--- config.mk ---
export PLATFORM = sky130hd
export DESIGN_NAME = serial_alu
export DESIGN_NICKNAME = d
export VERILOG_FILES = /design/src/rtl/serial_alu.sv
export SDC_FILE = /design/constraint.sdc
export NUM_CORES = 1
export LEC_CHECK = 0
export BUFFER_PORTS_ARGS = -buffer_cell sky130_fd_sc_hd__buf_2
export CAP_MARGIN = 10
export CORE_MARGIN = 2
export CORE_UTILIZATION = 55
export CTS_BUF_LIST = sky130_fd_sc_hd__clkbuf_4
export DETAILED_ROUTE_END_ITERATION = 6
export PLACE_DENSITY = 0.78
export SLEW_MARGIN = 20
export SYNTH_ARGS = -nofsm -noshare
export SYNTH_HDL_FRONTEND = slang
export SYNTH_SLANG_ARGS = --single-unit
--- constraint.sdc ---
create_clock -name clk -period 4.3 [get_ports clk]
set_input_delay 0.215 -clock clk [delete_from_list [all_inputs] [get_ports clk]]
set_output_delay 0.215 -clock clk [all_outputs]
set_load 0.03 [all_outputs]
--- src/rtl/serial_alu.sv ---
// serial_alu: digit-serial NOR/XOR/ADD/SUB, DIGIT bits per clock, LSB first.
// Start/busy/done handshake; s/cout/zero update only on the done edge.
module serial_alu #(
  parameter int WIDTH = 64,
  parameter int DIGIT = 1
) (
  input  logic             clk,
  input  logic             rst_n,
  input  logic             start,
  input  logic [WIDTH-1:0] a,
  input  logic [WIDTH-1:0] b,
  input  logic [1:0]       op,
  output logic             busy,
  output logic             done,
  output logic [WIDTH-1:0] s,
  output logic             cout,
  output logic             zero
);

  localparam int N  = WIDTH / DIGIT;
  localparam int CW = (N > 1) ? $clog2(N) : 1;
  localparam logic [CW-1:0] LAST = CW'(N - 1);

  if (DIGIT < 1 || (WIDTH % DIGIT) != 0) begin : g_chk
    $error("serial_alu: DIGIT must divide WIDTH");
  end

  typedef enum logic {IDLE, RUN} state_t;

  state_t           state;
  state_t           state_nxt;
  logic [WIDTH-1:0] ra;
  logic [WIDTH-1:0] rb;
  logic [WIDTH-1:0] rs;
  logic [WIDTH-1:0] rs_nxt;
  logic [1:0]       rop;
  logic             carry;
  logic             carry_nxt;
  logic [CW-1:0]    cnt;
  logic             last;
  logic             is_nor;
  logic             is_xor;
  logic             is_add;
  logic             is_sub;
  logic [DIGIT-1:0] ad;
  logic [DIGIT-1:0] bd;
  logic [DIGIT-1:0] dig;
  logic [DIGIT:0]   sum;
  logic [WIDTH+DIGIT-1:0] cat;

  // state register
  always_ff @(posedge clk) begin
    if (!rst_n) state <= IDLE;
    else        state <= state_nxt;
  end

  // next-state logic
  always_comb begin
    state_nxt = state;
    case (state)
      IDLE: if (start) state_nxt = RUN;
      RUN:  if (last)  state_nxt = IDLE;
    endcase
  end

  // outputs decoded from the state register
  always_comb begin
    busy = (state == RUN);
  end

  // one digit slice; logical ops leave the carry at 0 so cout reads 0
  always_comb begin
    is_nor = (rop == 2'b00);
    is_xor = (rop == 2'b01);
    is_add = (rop == 2'b10);
    is_sub = (rop == 2'b11);
    ad  = ra[DIGIT-1:0];
    bd  = is_sub ? ~rb[DIGIT-1:0] : rb[DIGIT-1:0];
    sum = {1'b0, ad} + {1'b0, bd}
        + {{DIGIT{1'b0}}, carry};
    dig       = '0;
    carry_nxt = 1'b0;
    unique case (1'b1)
      is_nor: dig = ~(ad | bd);
      is_xor: dig = ad ^ bd;
      is_add, is_sub: begin
        dig       = sum[DIGIT-1:0];
        carry_nxt = sum[DIGIT];
      end
    endcase
    cat    = {dig, rs};
    rs_nxt = cat[WIDTH+DIGIT-1:DIGIT];
    last   = (cnt == LAST);
  end

  // operand/result shifting and result publication
  always_ff @(posedge clk) begin
    if (!rst_n) begin
      ra    <= '0;
      rb    <= '0;
      rs    <= '0;
      rop   <= '0;
      carry <= 1'b0;
      cnt   <= '0;
      done  <= 1'b0;
      s     <= '0;
      cout  <= 1'b0;
      zero  <= 1'b0;
    end else begin
      done <= 1'b0;
      if (state == IDLE) begin
        if (start) begin
          ra    <= a;
          rb    <= b;
          rop   <= op;
          carry <= (op == 2'b11);
          cnt   <= '0;
        end
      end else begin
        ra    <= ra >> DIGIT;
        rb    <= rb >> DIGIT;
        rs    <= rs_nxt;
        carry <= carry_nxt;
        cnt   <= cnt + 1'b1;
        if (last) begin
          s    <= rs_nxt;
          cout <= carry_nxt;
          zero <= (rs_nxt == '0);
          done <= 1'b1;
        end
      end
    end
  end

endmodule

# --- Word-level counts from Yosys, hierarchy flattened ---
# Cells that the tools add are included.
classes:
  addsub: 3
  eq_ne: 5
  mux: 15
  bitwise: 6
  reduce_logical: 8
op_table:
  columns: ["cell", "count"]
  rows:
  - ["two-way mux 63 bit", 4]
  - ["zero test 64 bit", 1]
  - ["two-way mux 6 bit", 2]
  - ["two-way mux 1 bit", 7]
  - ["adder 6 x 1 -> 6 bit, second input constant", 1]
  - ["== test 2 bit, second input constant", 3]
  - ["== test 6 bit, second input constant", 1]
  - ["AND reduction 2 bit", 3]
  - ["inverter 1 bit", 4]
  - ["OR reduction 2 bit", 2]
  - ["one-hot mux 1 bit (3 select lines)", 1]
  - ["adder 1 x 1 -> 2 bit", 1]
  - ["adder 2 x 1 -> 2 bit", 1]
  - ["== test 2 x 1 -> 1 bit, second input constant", 1]
  - ["zero test 2 bit", 1]
  - ["one-hot mux 1 bit (2 select lines)", 1]
  - ["nonzero test 2 bit", 1]
  - ["OR 1 bit", 1]
  - ["bitwise XOR 1 bit", 1]
word_totals:
  regBits: 269
  in_bits: 133
  output_inout_bits: 68

# --- Depth between registers and ports, before layout ---
depth:
  word_depth: 6
  mapped_depth: 8
  depth_no_buf: 8

# --- Worst setup path before layout ---
# No wires, ideal clock.
synth_path:
  path_type: "register -> register"
  startpoint: "register state (netlist: busy)"
  endpoint: "register ra[54]"
  arrival_time_ps: 1542
  required_ps: 4241
  slack_ps: 2699
  path_stages_with_launch: 8
  synth_period_minus_slack_ps: 1601
  path_cell_list: "dfxtp_1 -> buf_2 -> buf_4 -> buf_4 -> buf_2 -> nand2_1 -> o21ai_0 -> and2_1"
synth_between:
  elab_chain_cells: 1
  word_cells_on_any_way: 2
  cone_classes: "1 x mux; 1 x reduce/logical"
synth_rtl:
  columns: ["item", "line_no", "source"]
  rows:
  - ["start: declaration", "30", "state_t state;"]
  - ["start signal: assignment", "54", "else state <= state_nxt;"]
  - ["two-way mux 63 bit / nonzero test 2 bit (equally long branches)", null, null]
  - ["end signal: assignment", "120", "ra <= ra >> DIGIT;"]
  - ["end: declaration", "32", "logic [WIDTH-1:0] ra;"]
# Parallel ways exist; a longest one is shown, timed or not.
# A chain may end at the register's enable or synchronous reset.

# --- Worst setup path after layout ---
layout_path:
  startpoint: "register state (netlist: busy)"
  endpoint: "output busy"
layout_lines:
  columns: ["item", "line_no", "source"]
  rows:
  - ["end: declaration", "13", "output logic busy,"]
# No word-level cell between the ends.

==> report_table.html <==
<table>
<tr><th>Metric</th><th>Value</th></tr>
<tr><th colspan="2">Final layout</th></tr>
<tr><td>Share of cells above drive strength 1</td><td>0.200</td></tr>
<tr><td>Most frequent standard cell in the layout excluding fill and tap cells</td><td>dfxtp_1</td></tr>
<tr><td>Multi-input combinational cell area</td><td>5660 um2</td></tr>
<tr><td>Total of fill cells in the finished design</td><td>about 1,400</td></tr>
<tr><td>Net count of the finished layout</td><td>around 1,700</td></tr>
<tr><td>Most frequent cells in the layout</td><td>dfxtp_1 (267), nand2_1 (262), buf_2 (198), mux2i_1 (193), o21ai_0 (130)</td></tr>
<tr><td>Storage cell area</td><td>roughly 5400 um2</td></tr>
<tr><td>Relative area change from synthesis to final layout</td><td>28.6%</td></tr>
<tr><td>Non-filler cells in the finished layout</td><td>1,896</td></tr>
<tr><td>Fraction of the core area covered by cells at the end of the flow</td><td>0.725</td></tr>
<tr><th colspan="2">Power and ir drop</th></tr>
<tr><td>Cell Int Power</td><td>~0.0042 W</td></tr>
<tr><td>Leakage power</td><td>roughly 6.3 nW</td></tr>
<tr><td>Fraction of power consumed by combinational cells</td><td>0.096</td></tr>
<tr><td>Total Power</td><td>approximately 0.0055 W</td></tr>
<tr><td>NetSw</td><td>approximately 0.0013 W</td></tr>
<tr><td>Fraction of power consumed by sequential logic</td><td>0.474</td></tr>
<tr><td>Portion of total power attributed to the clock network</td><td>0.430</td></tr>
<tr><td>PwrDens</td><td>around 380 nW/um2</td></tr>
<tr><td>Switching part of the total power</td><td>0.234</td></tr>
<tr><td>Maximum vdd drop</td><td>about 0.00019 V</td></tr>
<tr><th colspan="2">Outcome</th></tr>
<tr><td>Result of the run</td><td>finished, final reports clean</td></tr>
<tr><th colspan="2">Synthesis</th></tr>
<tr><td>Post-synth ARST share</td><td>0</td></tr>
<tr><td>Sequential cell area fraction in the yosys report</td><td>0.469</td></tr>
<tr><td>Unique cell type count in the Yosys netlist</td><td>32</td></tr>
<tr><td>Number of nets in the synthesized netlist</td><td>between 1,000 and 1,500</td></tr>
<tr><td>Main flop type after synthesis</td><td>dfxtp_1</td></tr>
<tr><td>Yosys warning count</td><td>0</td></tr>
<tr><td>Average cell area after synthesis</td><td>roughly 9 um2</td></tr>
<tr><td>Number of enable flip-flop cells after synthesis</td><td>0</td></tr>
<tr><td>Count of mapped cells out of synthesis</td><td>approximately 1,300</td></tr>
<tr><td>Post-Synthesis Cell Area</td><td>roughly 11,000 um2</td></tr>
<tr><td>Synth Register Bits</td><td>~270</td></tr>
<tr><th colspan="2">Critical path</th></tr>
<tr><td>Critical Path AT</td><td>roughly 2800 ps</td></tr>
<tr><td>Critical path cell sequence</td><td>buf_12 -&gt; buf_2</td></tr>
<tr><td>Worst Setup Start Kind</td><td>register</td></tr>
<tr><td>Required arrival time at the worst endpoint</td><td>4090 ps</td></tr>
<tr><td>Delay of the slowest cell on the worst path</td><td>about 850 ps</td></tr>
<tr><td>Number of buffer and inverter instances along the worst setup path</td><td>2</td></tr>
<tr><td>Master of the slowest instance on the critical path</td><td>dfxtp_4</td></tr>
<tr><td>Critical path's top delay family</td><td>buffers and inverters</td></tr>
<tr><td>Category of the most critical setup path</td><td>register to primary output</td></tr>
<tr><td>Top fanout value on the critical path</td><td>240</td></tr>
<tr><td>Kind of capture point of the worst setup path</td><td>primary output</td></tr>
<tr><th colspan="2">Placement</th></tr>
<tr><td>Final weighted congestion in routability-driven placement</td><td>0.808</td></tr>
<tr><td>Port-buffer cells</td><td>200</td></tr>
<tr><td>Total half-perimeter wirelength after legalization and detailed placement</td><td>14,900 um</td></tr>
<tr><td>Setup slack after placement</td><td>roughly 1700 ps</td></tr>
<tr><td>DP Cell Count</td><td>between 1,500 and 2,000</td></tr>
<tr><th colspan="2">CTS</th></tr>
<tr><td>TritonCTS clock tree</td><td>done</td></tr>
<tr><td>Bufs on Longest Clock Path</td><td>3</td></tr>
<tr><td>Clock edge transition at the registers on the reported setup and hold paths</td><td>~70 ps</td></tr>
<tr><td>Quantity of hold-fixing buffers added after cts</td><td>~130</td></tr>
<tr><td>H-Tree Depth</td><td>3</td></tr>
<tr><td>Later-pin clock latency in the skew report</td><td>660 ps</td></tr>
<tr><td>Post-CTS setup buffer count</td><td>0</td></tr>
<tr><td>Sink count of the clock tree</td><td>around 270</td></tr>
<tr><td>Number of buffers created by CTS</td><td>70</td></tr>
<tr><td>Root buffer selected by CTS</td><td>clkbuf_4</td></tr>
<tr><td># resized after CTS</td><td>0</td></tr>
<tr><th colspan="2">STA</th></tr>
<tr><td>Actual slew at the worst max-slew pin</td><td>roughly 1100 ps</td></tr>
<tr><td>Total of endpoints with negative setup slack in the final report</td><td>0</td></tr>
<tr><td>Total Neg Setup Slack</td><td>0 ps</td></tr>
<tr><td>Number of hold violations in the final report</td><td>0</td></tr>
<tr><td>Max Clock Skew</td><td>~37 ps</td></tr>
<tr><td>Remaining max-slew budget at the tightest pin</td><td>0.235</td></tr>
<tr><td>Upper clock frequency limit</td><td>between 300 and 400 MHz</td></tr>
<tr><td>Fin worst setup slack</td><td>between 1000 and 1500 ps</td></tr>
<tr><td>Unrepaired setup endpoints after global routing</td><td>false</td></tr>
<tr><td>Time the final worst path needs with I/O delays and setup</td><td>3010 ps</td></tr>
<tr><td>Final Max Slew Viols</td><td>0</td></tr>
<tr><td>Final critical-path share of the clock period</td><td>0.700</td></tr>
<tr><th colspan="2">Floorplanning</th></tr>
<tr><td>Vertical die dimension</td><td>148 um</td></tr>
<tr><td>Full die area</td><td>22,000 um2</td></tr>
<tr><td>Ports placed on the boundary</td><td>201</td></tr>
<tr><td>Num rows</td><td>52</td></tr>
<tr><td>DIE WIDTH</td><td>148 um</td></tr>
<tr><td>Placeable Area</td><td>about 20,000 um2</td></tr>
<tr><td>Initial core utilization</td><td>0.564</td></tr>
<tr><th colspan="2">GRT</th></tr>
<tr><td>Antenna violations before repair</td><td>1</td></tr>
<tr><td>Residual overflow from global routing</td><td>0</td></tr>
<tr><td>First-pass GRT wire length</td><td>between 40,000 and 50,000 um</td></tr>
<tr><td>Overall Global Routing Usage</td><td>0.253</td></tr>
<tr><td>Vias in the first global route</td><td>roughly 9,800</td></tr>
<tr><td>Pin count of the biggest net entering global routing</td><td>between 200 and 250</td></tr>
<tr><th colspan="2">Detailed routing</th></tr>
<tr><td>Number of optimization iterations in the first detailed-route pass</td><td>4</td></tr>
<tr><td>Total via count after detailed routing</td><td>roughly 9,900</td></tr>
<tr><td>Average wire per standard cell</td><td>between 10 and 15 um</td></tr>
<tr><td>Detailed router's first-iteration violation count</td><td>roughly 560</td></tr>
<tr><td>Avg Vias per Cell</td><td>about 5.2</td></tr>
<tr><td>Antenna viol nets, final</td><td>0</td></tr>
<tr><td>Number of remaining DRC errors</td><td>0</td></tr>
<tr><td>Total Routed Length</td><td>~28,000 um</td></tr>
<tr><th colspan="2">Hold path</th></tr>
<tr><td>Type of the tightest min-delay check</td><td>primary input to register</td></tr>
<tr><th colspan="2">Job</th></tr>
<tr><td>Max-capacitance violation count</td><td>0</td></tr>
</table>
==> flip-flops by register name, summed over array words and instances, names as in the netlist <==
register  cells
ra           64
rb           64
s            64
rs           63
cnt           6
rop           2
busy          1
carry         1
cout          1
done          1
zero          1
==> worst paths after layout <==
check	start	endpoint	slack (ps)	depth (start not counted)
min reg2reg	s[59]	s[59]	450	2
max reg2reg	busy	cnt[5]	1680	4
max	busy	busy	1290	2
min	rst_n	s[33]	140	2
==> per-stage QoR <==
stage | area, um2 | hold slack (ps)
floorplan | 11400 | 360
global placement | 12500 | 444
detailed placement | 12500 | 442
CTS | 14700 | 2.36
global route | 14700 | 147
finish | 14700 | 140
==> power by group through the flow <==
| stage | registers [W] | clock network, W | logic [W] |
|---|---|---|---|
| finish | 0.00262 | 0.00238 | 0.000533 |
| global route | 0.00263 | 0.00258 | 0.000583 |
| CTS | 0.00262 | 0.00244 | 0.000513 |
| detailed placement | 0.00267 | 0 | 0.000416 |
| global placement | 0.00267 | 0 | 0.000407 |
| floorplan | 0.00265 | 0 | 0.000321 |
==> cells in the mapped netlist (2+ instances only) <==
cell type | count | area share
a22oi_1 | 4 | 0.0026
nor2_1 | 6 | 0.0020
nor4_1 | 14 | 0.0077
and2_1 | 127 | 0.069
ha_1 | 2 | 0.0022
nor2b_1 | 68 | 0.037
clkbuf_1 | 51 | 0.017
nand3_1 | 6 | 0.0026
buf_2 | 36 | 0.016
buf_1 | 6 | 0.0020
dfxtp_1 | 268 | 0.47
mux2i_1 | 193 | 0.17
a21boi_1 | 15 | 0.0098
inv_1 | 4 | 0.0013
o21ai_0 | 130 | 0.057
xnor2_1 | 3 | 0.0023
a21boi_0 | 53 | 0.035
buf_4 | 2 | 0.0013
nand4_1 | 5 | 0.0027
nand2_1 | 262 | 0.086
==> layout make-up <==
cell class | instances | share of cell area
multi-input combinational | 900 | 0.385
sequential | 268 | 0.365
timing repair buffer | 337 | 0.162
clock buffer | 103 | 0.0525
tap | 270 | 0.0230
clock inverter | 12 | 0.0121
inverter | 4 | 0.00102
antenna | 2 | 0.000340
==> routing by layer <==
metal	wire length, um	part of all wire	global-route usage	up-vias
met2	13600	0.48	0.427	302
met1	12300	0.43	0.313	4587
met3	1600	0.056	0.0518	77
li1	-	-	-	4897
met5	0	0	0	-
met4	884	0.031	0.113	0
==> logic make-up (layout without fill, tap and decap cells) <==
family          Yosys count  after routing  share of synthesized area
flops                   268            268                      0.469
fa+ha+maj                 3              3                    0.00394
other cells               0              2                          0
buf+inv                  99            456                     0.0371
xor+xnor                  4              4                    0.00306
mux                     193            193                      0.169
simple gates            495            495                      0.212
compound gates          205            205                      0.106
Note: power is estimated with default switching activity, not from simulation.
